## src/rtl/math_pow2_arb.sv

```systemverilog
// Round-robin arbiter/sequencer sharing one 2-cycle math_pow2 unit among NUM_REQ requesters.
// Define MATH_POW2_ARB_STATS_EN to add per-requester saturating grant counters on GRANT_CNT.
module math_pow2_arb #(
  parameter int NUM_REQ    = 4,
  parameter int DOUT_WIDTH = 8,
  parameter int FIFO_DEPTH = 4,
  parameter int IDW        = $clog2(NUM_REQ)
) (
  input  logic                  clk,
  input  logic                  rst_n,
  input  logic [NUM_REQ-1:0]    REQ_VALID,
  input  logic [12*NUM_REQ-1:0] REQ_DIN,
  output logic [NUM_REQ-1:0]    REQ_READY,
  output logic [11:0]           POW_DIN,
  input  logic [DOUT_WIDTH-1:0] POW_DOUT,
  output logic                  RSP_VALID,
  output logic [IDW-1:0]        RSP_ID,
  output logic [DOUT_WIDTH-1:0] RSP_DOUT,
  input  logic                  RSP_READY
`ifdef MATH_POW2_ARB_STATS_EN
  ,
  output logic [16*NUM_REQ-1:0] GRANT_CNT
`endif
);
  localparam int AW = $clog2(FIFO_DEPTH);
  localparam int CW = AW + 1;

  logic [IDW-1:0]        last_q, last_d, grant_idx, cand;
  logic                  grant_found, credit_ok, issue;
  logic [CW:0]           outstanding;
  logic                  s1_v_q, s2_v_q;
  logic [IDW-1:0]        s1_id_q, s2_id_q;
  logic [AW-1:0]         wr_ptr_q, rd_ptr_q;
  logic [CW-1:0]         count_q, count_d;
  logic [IDW-1:0]        fifo_id_q   [FIFO_DEPTH];
  logic [DOUT_WIDTH-1:0] fifo_dout_q [FIFO_DEPTH];
  logic                  fifo_wr, fifo_rd;

  // Search starts one past the last winner and wraps.
  always_comb begin
    grant_idx   = '0;
    grant_found = 1'b0;
    cand        = last_q;
    for (int k = 0; k < NUM_REQ; k++) begin
      cand = (cand == IDW'(NUM_REQ - 1)) ? '0 : cand + 1'b1;
      if (!grant_found && REQ_VALID[cand]) begin
        grant_found = 1'b1;
        grant_idx   = cand;
      end
    end
  end

  // Pops in the current cycle are not credited back until registered.
  assign outstanding = (CW+1)'(s1_v_q) + (CW+1)'(s2_v_q) + (CW+1)'(count_q);
  assign credit_ok   = outstanding < (CW+1)'(FIFO_DEPTH);
  assign issue       = rst_n && credit_ok && grant_found;

  always_comb begin
    REQ_READY = '0;
    POW_DIN   = 12'h000;
    for (int i = 0; i < NUM_REQ; i++) begin
      if (issue && grant_idx == IDW'(i)) begin
        REQ_READY[i] = 1'b1;
        POW_DIN      = REQ_DIN[12*i +: 12];
      end
    end
  end

  assign last_d    = issue ? grant_idx : last_q;
  assign fifo_wr   = s2_v_q;
  assign RSP_VALID = (count_q != '0);
  assign fifo_rd   = RSP_VALID && RSP_READY;
  assign count_d   = count_q + CW'(fifo_wr) - CW'(fifo_rd);
  assign RSP_ID    = RSP_VALID ? fifo_id_q[rd_ptr_q]   : '0;
  assign RSP_DOUT  = RSP_VALID ? fifo_dout_q[rd_ptr_q] : '0;

  always_ff @(posedge clk) begin
    if (!rst_n) begin
      last_q   <= IDW'(NUM_REQ - 1);
      s1_v_q   <= 1'b0;
      s1_id_q  <= '0;
      s2_v_q   <= 1'b0;
      s2_id_q  <= '0;
      wr_ptr_q <= '0;
      rd_ptr_q <= '0;
      count_q  <= '0;
    end else begin
      last_q  <= last_d;
      s1_v_q  <= issue;
      s1_id_q <= grant_idx;
      s2_v_q  <= s1_v_q;
      s2_id_q <= s1_id_q;
      count_q <= count_d;
      if (fifo_wr) wr_ptr_q <= wr_ptr_q + 1'b1;
      if (fifo_rd) rd_ptr_q <= rd_ptr_q + 1'b1;
    end
  end

  // Storage needs no reset: reads are gated by the occupancy count.
  always_ff @(posedge clk) begin
    if (fifo_wr) begin
      fifo_id_q[wr_ptr_q]   <= s2_id_q;
      fifo_dout_q[wr_ptr_q] <= POW_DOUT;
    end
  end

`ifdef MATH_POW2_ARB_STATS_EN
  logic [15:0] cnt_q [NUM_REQ];

  always_ff @(posedge clk) begin
    if (!rst_n) begin
      for (int i = 0; i < NUM_REQ; i++) cnt_q[i] <= '0;
    end else begin
      for (int i = 0; i < NUM_REQ; i++) begin
        if (issue && grant_idx == IDW'(i) && cnt_q[i] != 16'hFFFF)
          cnt_q[i] <= cnt_q[i] + 16'd1;
      end
    end
  end

  for (genvar g = 0; g < NUM_REQ; g++) begin : g_cnt
    assign GRANT_CNT[16*g +: 16] = cnt_q[g];
  end
`endif

endmodule

```

## config.mk

```make
export PLATFORM = sky130hd
export DESIGN_NAME = math_pow2_arb
export DESIGN_NICKNAME = d
export VERILOG_FILES = /design/src/rtl/math_pow2_arb.sv
export SDC_FILE = /design/constraint.sdc
export NUM_CORES = 1
export LEC_CHECK = 0
export ABC_AREA = 1
export CAP_MARGIN = 20
export CORE_MARGIN = 2
export CORE_UTILIZATION = 48
export DETAILED_ROUTE_END_ITERATION = 10
export GPL_ROUTABILITY_DRIVEN = 0
export PLACE_DENSITY = 0.79
export SYNTH_ARGS = -nofsm -noshare
export SYNTH_HDL_FRONTEND = slang
export SYNTH_SLANG_ARGS = --single-unit
```

## constraint.sdc

```tcl
create_clock -name clk -period 2.18 [get_ports clk]
set_input_delay 0.218 -clock clk [delete_from_list [all_inputs] [get_ports clk]]
set_output_delay 0.218 -clock clk [all_outputs]
set_load 0.02 [all_outputs]
```

==> flow_metrics.tcl <==
set metrics [dict create \
    status "finished with violations" \
    violations "negative setup slack" \
    crit_fanout 7 \
    muxShareOfSynthArea 0 \
    hold_path.class "register to register" \
    drc 0 \
    grt_max_degree 29 \
    setup_violations 16 \
    firstDrtPassIters 4 \
    start_util 0.494 \
    rows 29 \
    max_freq_ghz 0.392 \
    vias 3109 \
    wl_per_cell_um 16.6 \
    die_w_um 84.3 \
    rsz0062_at_grt "true" \
    synthCells 350 \
    viasPerCell 5.56 \
    clock_sinks 57 \
    yosysWarnings 0 \
    layout.cells.most_common "clkdlybuf4s50_1" \
    die_area_mm2 0.00711 \
    required_ns 1.96 \
    antenna_found_initial 0 \
    relSlewSlack 0.681 \
    worst_path_most_repeated_cell "nand4_1" \
    r2r_slack_ns 0.07 \
    finalWirelength_um 9290 \
    period_share 1.17 \
    netlist_area_mm2 0.00310 \
    max_cap_viol_count 0 \
    irDropWorstVdd_v 0.00133 \
    die_h_um 84.3 \
    period_needed_ns 2.55 \
    synthTopCellsByArea "edfxtp_1 39%, dfxtp_1 11%, nand4_1 8.1%" \
    crit_family "simple AND/OR/NAND/NOR gates" \
    setup_ws_ns -0.374 \
    yosysSeqAreaShare 0.498 \
    leakagePower_nw 2.03 \
    final_cell_mix "63 x clkdlybuf4s50_1, 46 x nor2_1, 40 x nand4_1, 40 x edfxtp_1, 34 x nand2_1" \
    grt_pass1_vias 2997 \
    ys_seq_elements 57 \
    synth_cell_types 30 \
    antenna_left 0 \
    fillers 429 \
    cp_num_buf_inv 4 \
    yosys.area_share.simple 0.308 \
    io_pins 90 \
    synth_xor_area_frac 0.00283 \
    cts_tree "built" \
    synth_top_family_by_area "simple AND/OR/NAND/NOR gates" \
    core_mm2 0.00628 \
    synth_compound_area_frac 0.0707 \
    clk_path_buf_depth 2 \
    io_buffers 89 \
    clk_pin_slew_ns 0.07 \
    power_density_mw_per_mm2 1760 \
    holdBufCountCts 0 \
    hold_viol_final 0 \
    fin_skew_ns 0.00263 \
    slowest_stage "dfxtp_4" \
    antenna_cells 0 \
    track_usage 0.237 \
    insertion_delay_ns 0.33 \
    overflow 0 \
    clockRootBuffer "clkbuf_8" \
    cp_cell_sequence "ha_4 -> inv_4 -> buf_6 -> nand2_2 -> nand3_2 -> nand2_4 -> nand4_1 -> nand3_2 -> nand2_4 -> buf_12 -> nand4_1 -> nand4_1 -> buf_6" \
    avgSynthCellArea_um2 8.85 \
    layout.nets 550 \
    area_growth_pct 56.9 \
    final_layout_size_suffix_gt1_frac 0.286 \
    cp_slowest_stage_delay_ns 0.36 \
    crit_arrival_ns 2.34 \
    crit_type "register to output port" \
    critPathLaunchType "register" \
    netlist.area_leader.share 0.388 \
    synthAdderAreaFrac 0.0428 \
    worst_pin_slew_ns 0.478 \
    maxSlewViolCount 0 \
    numCtsBuffers 9 \
    pre_cts_ws_ns -0.542 \
    cp-end-kind "output port" \
    grt_first_pass_wirelength_um 13400 \
    drtIter0Drc 174 \
    h-tree-depth 3 \
    synth_nets 423 \
    fin_util 0.774 \
    synth_top_cell_by_area "edfxtp_1" \
    hpwl_um 5910 \
]
power breakdown:
group,internal (mW),total [mW],switching [mW]
clock,0.524,0.965,0.440
combinational,2.75,6.15,3.39
sequential,1.33,1.43,0.103
worst reg2reg max path, cell delays in order, from the launching register on:
cell,delay (ns)
dfxtp_4,0.36
ha_4,0.30
buf_4,0.13
nand3_4,0.09
nand2_4,0.10
inv_4,0.06
nand3b_1,0.14
nand3_2,0.11
nand2_4,0.15
buf_12,0.14
buf_12,0.11
nand2_8,0.05
buf_4,0.12
o31ai_1,0.06
inv_1,0.08
cell families (layout without fill, tap and decap cells):
logic type | after synthesis | in the layout
DFF | 57 | 57
xor gates and xnor gates | 1 | 1
buffers and inverters | 53 | 185
AOI/OAI and AO/OA | 42 | 42
adders and majority gates | 10 | 10
and+or+nand+nor | 187 | 187
state kept, by name (all words and copies together), names as in the netlist, named ones only:
signal / cells
fifo_dout_q: 32
wr_ptr_q: 2
rd_ptr_q: 2
count_q: 3
s1_v_q: 1
s1_id_q: 2
fifo_wr: 1
fifo_id_q: 8
s2_id_q: 2
last_q: 2
final timing paths:
kind	end	cells past startpoint	from
max reg2reg	last_q[0]	14	last_q[0]
max	POW_DIN[2]	13	last_q[0]
min reg2reg	s2_id_q[1]	2	s1_id_q[1]
min	s2_id_q[1]	2	s1_id_q[1]
cell type report:
| class | instances | area (um^2) | area share |
|---|---|---|---|
| Timing Repair inverter | 1 | 7.51 | 0.00154 |
| Sequential cell | 57 | 1560 | 0.320 |
| Clock buffer | 9 | 124 | 0.0255 |
| Clock inverter | 7 | 70.1 | 0.0144 |
| Multi-Input combinational cell | 240 | 1510 | 0.310 |
| Inverter | 35 | 151 | 0.0311 |
| Timing Repair Buffer | 133 | 1350 | 0.278 |
| Tap cell | 77 | 96.3 | 0.0198 |
Yosys cell counts, drive strengths merged:
cell type,n
fa,1
buf,11
nor2,53
nand4,40
clkbuf,7
xnor2,1
a21oi,15
nand3,36
nor3,2
nand2,53
a21o,1
o31ai,1
nand3b,3
o21ai,25
dfxtp,17
edfxtp,40
clkinv,1
inv,34
ha,9
repair_timing:
| item | in CTS | in global routing |
|---|---|---|
| setup endpoints to repair | 27 | 18 |
| gates cloned | 1 | 4 |
| gates resized for setup | 109 | 64 |
| buffers inserted | 0 | 7 |
| pin swaps | 5 | 19 |
metal layers:
layer  wire [um]  global-route usage  vias to the layer above
li1            -                   -                     1477
met1        3330               0.254                     1454
met2        5070               0.449                      150
met3         606              0.0521                       28
met4         285              0.0924                        0
met5           0                   0                        -
metrics by stage:
| step | hold WS [ns] | instances | cell area (um^2) | total power, mW | setup TNS [ns] |
|---|---|---|---|---|---|
| after floorplan | 0.317 | 350 | 3100 | 4.21 | 0 |
| after global placement | 0.402 | 531 | 4260 | 6.00 | -7.24 |
| after detailed placement | 0.406 | 531 | 4260 | 6.10 | -8.07 |
| after CTS | 0.422 | 548 | 4470 | 7.06 | -4.01 |
| after global routing | 0.435 | 559 | 4860 | 9.01 | -7.04 |
| final | 0.417 | 559 | 4860 | 8.54 | -5.32 |
Note: power is estimated with default switching activity, not from simulation.
